$ cat config.mk
export PLATFORM = sky130hd
export DESIGN_NAME = mem_word_loader_flat
export DESIGN_NICKNAME = d
export VERILOG_FILES = /design/src/rtl/mem_word_loader_if.sv /design/src/rtl/mem_word_loader.sv /design/src/flat_wrapper.sv
export SDC_FILE = /design/constraint.sdc
export NUM_CORES = 1
export LEC_CHECK = 0
export CAP_MARGIN = 20
export CORE_MARGIN = 4
export CORE_UTILIZATION = 55
export CTS_BUF_LIST = sky130_fd_sc_hd__clkbuf_2 sky130_fd_sc_hd__clkbuf_4 sky130_fd_sc_hd__clkbuf_8
export DETAILED_ROUTE_END_ITERATION = 12
export MAX_ROUTING_LAYER = met4
export PLACE_DENSITY_LB_ADDON = 0.2
export SLEW_MARGIN = 20
export SYNTH_ARGS = -nofsm -noshare
export SYNTH_HDL_FRONTEND = slang
export SYNTH_SLANG_ARGS = --single-unit
$ cat constraint.sdc
create_clock -name clk -period 3.5 [get_ports clk]
set_input_delay 0.35 -clock clk [delete_from_list [all_inputs] [get_ports clk]]
set_output_delay 0.35 -clock clk [all_outputs]
set_load 0.02 [all_outputs]
$ cat src/rtl/mem_word_loader_if.sv
`default_nettype none
// ============================================================================
//  Module   : mem_word_loader_if
//  Brief    : Control, byte-stream and memory write-port bundle of the boot
//             loader. "master" is the loader's view (it drives the memory
//             write port); "slave" is the view of whatever surrounds it.
//  Revision : 1.0 - initial release
// ============================================================================
interface mem_word_loader_if #(
    parameter int ADDR_W = 14,
    parameter int CNT_W  = 13
) ();
    logic              start;
    logic [ADDR_W-1:0] base_addr;
    logic [CNT_W-1:0]  num_words;
    logic [7:0]        byte_in;
    logic              byte_valid;
    logic              byte_ready;
    logic [ADDR_W-1:0] mem_addr;
    logic [31:0]       mem_wdata;
    logic              mem_we;
    logic              busy;
    logic              done;
    logic              err;

    modport master (
        input  start, base_addr, num_words, byte_in, byte_valid,
        output byte_ready, mem_addr, mem_wdata, mem_we, busy, done, err
    );

    modport slave (
        output start, base_addr, num_words, byte_in, byte_valid,
        input  byte_ready, mem_addr, mem_wdata, mem_we, busy, done, err
    );
endinterface
`default_nettype wire

$ cat src/rtl/mem_word_loader.sv
`default_nettype none
// ============================================================================
//  Module   : mem_word_loader
//  Brief    : Boot-time loader. Packs a byte stream into 32-bit little-endian
//             words and writes them to consecutive word addresses starting at
//             a programmable base. Flags loads that would run off the end of
//             memory and reports completion with a one-cycle done pulse.
//  Revision : 1.0 - initial release
// ============================================================================
module mem_word_loader #(
    parameter int ADDR_W    = 14,
    parameter int MAX_WORDS = 4096
) (
    input  wire              clk,
    input  wire              rst,
    mem_word_loader_if.master bus
);

    localparam int CNT_W = 13;

    // End-of-load bound, one bit wider than the address so base+count never wraps.
    localparam logic [ADDR_W:0] c_max_words = (ADDR_W+1)'(MAX_WORDS);

    typedef enum logic [1:0] {
        S_IDLE    = 2'd0,
        S_COLLECT = 2'd1,
        S_WRITE   = 2'd2,
        S_DONE    = 2'd3
    } state_t;

    state_t            r_state;
    logic [ADDR_W-1:0] r_addr;
    logic [CNT_W-1:0]  r_cnt;
    logic [1:0]        r_idx;
    logic [23:0]       r_pack;       // lanes 0..2; lane 3 goes straight to mem_wdata
    logic              r_err;
    logic              r_busy;
    logic              r_done;
    logic              r_byte_ready;
    logic              r_mem_we;
    logic [ADDR_W-1:0] r_mem_addr;
    logic [31:0]       r_mem_wdata;

    logic [ADDR_W:0]   w_end;
    logic              w_range_bad;
    logic              w_xfer;

    // Range check on the requested load, evaluated against the live start inputs.
    assign w_end       = (ADDR_W+1)'(bus.base_addr) + (ADDR_W+1)'(bus.num_words);
    assign w_range_bad = (w_end > c_max_words);
    assign w_xfer      = bus.byte_valid && r_byte_ready;

    // Loader state machine; every output is a register updated here.
    always_ff @(posedge clk or posedge rst) begin
        if (rst) begin
            r_state      <= S_IDLE;
            r_addr       <= '0;
            r_cnt        <= '0;
            r_idx        <= 2'd0;
            r_pack       <= '0;
            r_err        <= 1'b0;
            r_busy       <= 1'b0;
            r_done       <= 1'b0;
            r_byte_ready <= 1'b0;
            r_mem_we     <= 1'b0;
            r_mem_addr   <= '0;
            r_mem_wdata  <= '0;
        end else begin
            // Single-cycle strobes default low; mem_addr/mem_wdata hold.
            r_mem_we <= 1'b0;
            r_done   <= 1'b0;
            case (r_state)
                S_IDLE: begin
                    if (bus.start) begin
                        r_addr <= bus.base_addr;
                        r_cnt  <= bus.num_words;
                        r_err  <= 1'b0;
                        r_idx  <= 2'd0;
                        if (bus.num_words == '0) begin
                            r_state <= S_DONE;
                            r_done  <= 1'b1;
                        end else if (w_range_bad) begin
                            r_state <= S_DONE;
                            r_done  <= 1'b1;
                            r_err   <= 1'b1;
                        end else begin
                            r_state      <= S_COLLECT;
                            r_busy       <= 1'b1;
                            r_byte_ready <= 1'b1;
                        end
                    end
                end
                S_COLLECT: begin
                    if (w_xfer) begin
                        r_idx <= r_idx + 2'd1;
                        case (r_idx)
                            2'd0: r_pack[7:0]   <= bus.byte_in;
                            2'd1: r_pack[15:8]  <= bus.byte_in;
                            2'd2: r_pack[23:16] <= bus.byte_in;
                            2'd3: begin
                                // Fourth byte completes the word: issue the write next cycle.
                                r_mem_we     <= 1'b1;
                                r_mem_addr   <= r_addr;
                                r_mem_wdata  <= {bus.byte_in, r_pack};
                                r_byte_ready <= 1'b0;
                                r_state      <= S_WRITE;
                            end
                            default: ;
                        endcase
                    end
                end
                S_WRITE: begin
                    r_addr <= r_addr + ADDR_W'(1);
                    r_cnt  <= r_cnt - CNT_W'(1);
                    if (r_cnt == CNT_W'(1)) begin
                        r_state <= S_DONE;
                        r_done  <= 1'b1;
                        r_busy  <= 1'b0;
                    end else begin
                        r_state      <= S_COLLECT;
                        r_byte_ready <= 1'b1;
                    end
                end
                S_DONE: begin
                    r_state <= S_IDLE;
                end
                default: begin
                    r_state <= S_IDLE;
                end
            endcase
        end
    end

    assign bus.byte_ready = r_byte_ready;
    assign bus.mem_addr   = r_mem_addr;
    assign bus.mem_wdata  = r_mem_wdata;
    assign bus.mem_we     = r_mem_we;
    assign bus.busy       = r_busy;
    assign bus.done       = r_done;
    assign bus.err        = r_err;

endmodule
`default_nettype wire
$ cat src/flat_wrapper.sv
// flat-port wrapper written by rule: the top's interface ports become plain ports
module mem_word_loader_flat 
#(
    parameter int ADDR_W    = 14,
    parameter int MAX_WORDS = 4096
)
  (clk, rst, bus_start, bus_base_addr, bus_num_words, bus_byte_in, bus_byte_valid, bus_byte_ready, bus_mem_addr, bus_mem_wdata, bus_mem_we, bus_busy, bus_done, bus_err);
  mem_word_loader_if #(.ADDR_W(ADDR_W)) bus_i ();
  input  wire clk;
  input  wire rst;
  input wire logic [$bits(bus_i.start)-1:0] bus_start;
  input wire logic [$bits(bus_i.base_addr)-1:0] bus_base_addr;
  input wire logic [$bits(bus_i.num_words)-1:0] bus_num_words;
  input wire logic [$bits(bus_i.byte_in)-1:0] bus_byte_in;
  input wire logic [$bits(bus_i.byte_valid)-1:0] bus_byte_valid;
  output wire logic [$bits(bus_i.byte_ready)-1:0] bus_byte_ready;
  output wire logic [$bits(bus_i.mem_addr)-1:0] bus_mem_addr;
  output wire logic [$bits(bus_i.mem_wdata)-1:0] bus_mem_wdata;
  output wire logic [$bits(bus_i.mem_we)-1:0] bus_mem_we;
  output wire logic [$bits(bus_i.busy)-1:0] bus_busy;
  output wire logic [$bits(bus_i.done)-1:0] bus_done;
  output wire logic [$bits(bus_i.err)-1:0] bus_err;
  assign bus_i.start = bus_start;
  assign bus_i.base_addr = bus_base_addr;
  assign bus_i.num_words = bus_num_words;
  assign bus_i.byte_in = bus_byte_in;
  assign bus_i.byte_valid = bus_byte_valid;
  assign bus_byte_ready = bus_i.byte_ready;
  assign bus_mem_addr = bus_i.mem_addr;
  assign bus_mem_wdata = bus_i.mem_wdata;
  assign bus_mem_we = bus_i.mem_we;
  assign bus_busy = bus_i.busy;
  assign bus_done = bus_i.done;
  assign bus_err = bus_i.err;
  mem_word_loader #(.ADDR_W(ADDR_W), .MAX_WORDS(MAX_WORDS)) u_core (.clk(clk), .rst(rst), .bus(bus_i));
endmodule
==> flow_summary.json <==
{
  "antenna-diode-count": 0,
  "drtIter0Drc": 271,
  "place_area_sq_um": 6500,
  "vias_per_cell": 5.96,
  "wl_met2_um": 6440,
  "finalMaxSlewViolations": 0,
  "tns_ns": 0,
  "ctsHtreeMaxLevel": 3,
  "synth_area_sq_um": 5440,
  "hold_class": "reg2reg",
  "placeableCoreArea_sq_um": 9680,
  "io-pin-count": 90,
  "dr.pass1.iters": 5,
  "cts_tree": "done",
  "timing.final.crit_share_pct": 87.5,
  "synth_edf_count": 0,
  "synthDominantCellAreaShare_pct": 48.7,
  "cap_violations": 0,
  "post_cts_resized": 0,
  "first_global_vias": 4396,
  "portBuffers": 89,
  "synth.distinct_cells": 62,
  "row_count": 36,
  "crit_slowest_cell": "clkdlybuf4s50_1",
  "tightestPinTransition_ns": 0.865,
  "die_y_um": 107,
  "die_area_sq_um": 11600,
  "slew_headroom_pct": 42.3,
  "clk_latency_ns": 0.36,
  "vias": 4332,
  "crit_path_end_kind": "flip-flop",
  "drive_above_1_share_pct": 6.57,
  "grt_usage_pct": 24.7,
  "min_path_cells": 1,
  "wl_met1_um": 6060,
  "clock_path_buffers": 2,
  "crit_chain": "clkdlybuf4s50_1 > ha_1 > fa_1 > a211oi_1 > o31ai_2 > o311ai_1 > mux2i_1 > nor4_2 > o211ai_2 > o31a_1",
  "regArea_sq_um": 2650,
  "required_ns": 3.75,
  "cts_root_buf": "clkbuf_8",
  "clk_pin_slew_worst_paths_ns": 0.11,
  "dp_hpwl_um": 9800,
  "antenna_left": 0,
  "wl_per_cell_um": 18.4,
  "drt_wl_total_um": 13400,
  "die_width_um": 107,
  "final_cell_count_no_fill": 727,
  "min_period_ns": 3.06,
  "grt_max_degree": 70,
  "status": "finished clean",
  "dp.cells": 711,
  "ys_seq_area_share_pct": 48.7,
  "crit_path_max_fanout": 5,
  "post-cts-setup-buffers": 0,
  "critPathBufInv": 1,
  "dpl_worst_slack_ns": 0.120,
  "hold_violations": 0,
  "grt_overflow": 0,
  "fin_area_sq_um": 6690,
  "path_class": "in2reg",
  "critical_path_arrival_ns": 3.31,
  "finalSetupViolCount": 0,
  "cts_hold_buf": 0,
  "syn_nets": 563,
  "numCtsBuffers": 9,
  "antenna_found_initial": 0,
  "hold_slack_ns": 0.494,
  "drc": 0,
  "leakagePower_uw": 0.00292,
  "critPathTopFamily": "compound AO/OA/AOI/OAI gates",
  "worstRegToRegCells": 5,
  "synth.largest_area_cell": "dfrtp_1",
  "path_depth": 10,
  "synth_area_per_cell_sq_um": 10.8,
  "cts.sinks": 106,
  "grt_pass1_wl_um": 22000,
  "synthTopCellsByArea": "dfrtp_1, mux2_1, ha_1",
  "skew_ns": 0.0111,
  "synth-async-reset-ratio_pct": 100,
  "synth-seq-cells": 106,
  "gp_congestion": 0.966,
  "fin_ws_ns": 0.438,
  "cp_slowest_stage_delay_ns": 0.47,
  "clock.fmax_mhz": 327,
  "routed.top_layer": "met4",
  "rsz0062_at_grt": "false",
  "nFillCells": 731,
  "cellPowerDensity_nw_per_um2": 748,
  "synth_common_cells": "dfrtp_1, mux2_1, a21oi_1, nand2_1, nor2_1",
  "setup.worst_path.start_class": "primary input",
  "synth.most_common_cell": "dfrtp_1",
  "postSynthCellCount": 503,
  "synth_ff_type": "dfrtp_1",
  "initial_utilization_pct": 56.2,
  "wl_met3_um": 758,
  "area_growth_pct": 22.9,
  "peakVddDrop_uv": 512,
  "final_nets": 649,
  "multi_input_area_sq_um": 2680,
  "yosysWarnings": 0
}
placed cells by master, fill, tap and decap left out, types with 3 or more instances in the layout:
cell | synthesis | final
a211oi_1 | 9 | 9
a21o_1 | 5 | 5
a21oi_1 | 44 | 44
a31oi_1 | 3 | 3
and3_1 | 5 | 5
buf_4 | 0 | 4
clkbuf_8 | 0 | 9
clkdlybuf4s50_1 | 0 | 89
dfrtp_1 | 106 | 106
ha_1 | 20 | 20
inv_1 | 7 | 6
inv_6 | 0 | 3
mux2_1 | 70 | 70
mux2i_1 | 8 | 8
nand2_1 | 38 | 37
nand3_1 | 13 | 13
nand4_1 | 4 | 4
nor2_1 | 38 | 38
nor3_1 | 9 | 9
nor4_1 | 4 | 4
o21a_1 | 3 | 3
o21ai_0 | 16 | 16
o21ai_1 | 6 | 6
o22a_1 | 8 | 8
o22ai_1 | 17 | 17
o31ai_1 | 3 | 3
or2_2 | 4 | 4
path summary, 6_finish.rpt:
kind / slack [ns] / end / from
min in group asynchronous: 0.50 / u_core.r_cnt[1] / rst
min reg2reg: 0.49 / u_core.bus.mem_wdata[14] / u_core.r_pack[14]
max: 0.44 / u_core.r_state[1] / bus_num_words[0]
max reg2reg: 0.76 / u_core.bus.mem_wdata[17] / u_core.r_state[0]
max in group asynchronous: 2.29 / u_core.bus.mem_addr[5] / rst
min: 0.49 / u_core.bus.mem_wdata[14] / u_core.r_pack[14]
power by group:
part / internal, uW / switching, uW / total, uW
Sequential: 1750 / 424 / 2180
Combinational: 1010 / 1090 / 2100
Clock: 278 / 454 / 732
routing by layer:
layer / up-vias / track usage (%)
met2: 176 / 39.0
met3: 14 / 3.54
li1: 2042 / -
met5: - / -
met4: 0 / 5.68
met1: 2100 / 34.3
through the flow:
stage,total power [uW],util (%)
after floorplan,3400,-
after global placement,4170,67.1
after detailed placement,4280,67.1
after CTS,5020,69.1
after global routing,5350,69.1
final,5010,69.1
registers in the layout, summed over array words and instances, names as in the netlist:
name                   cells
u_core.bus.busy            1
u_core.bus.byte_ready      1
u_core.bus.done            1
u_core.bus.err             1
u_core.bus.mem_addr       14
u_core.bus.mem_wdata      32
u_core.bus.mem_we          1
u_core.r_addr             14
u_core.r_cnt              13
u_core.r_idx               2
u_core.r_pack             24
u_core.r_state             2
kinds of logic (layout without fill, tap and decap cells):
family          count (synthesis)  count (layout)  share of synthesized area, %
fa+ha+maj                      21              21                          4.96
xor+xnor                        3               3                         0.483
flops                         106             106                          48.7
simple gates                  130             130                          11.3
mux                            79              79                          16.2
buf+inv                        29             120                          2.02
compound gates                135             135                          16.4
cell type report:
class                      count  area share [%]
clock buffer                   9            1.85
clock inverter                 7            1.01
inverter                       9           0.542
multi-input combinational    368            40.1
sequential                   106            39.6
tap                          133            2.49
timing repair buffer          95            14.4
Note: power is estimated with default switching activity, not from simulation.
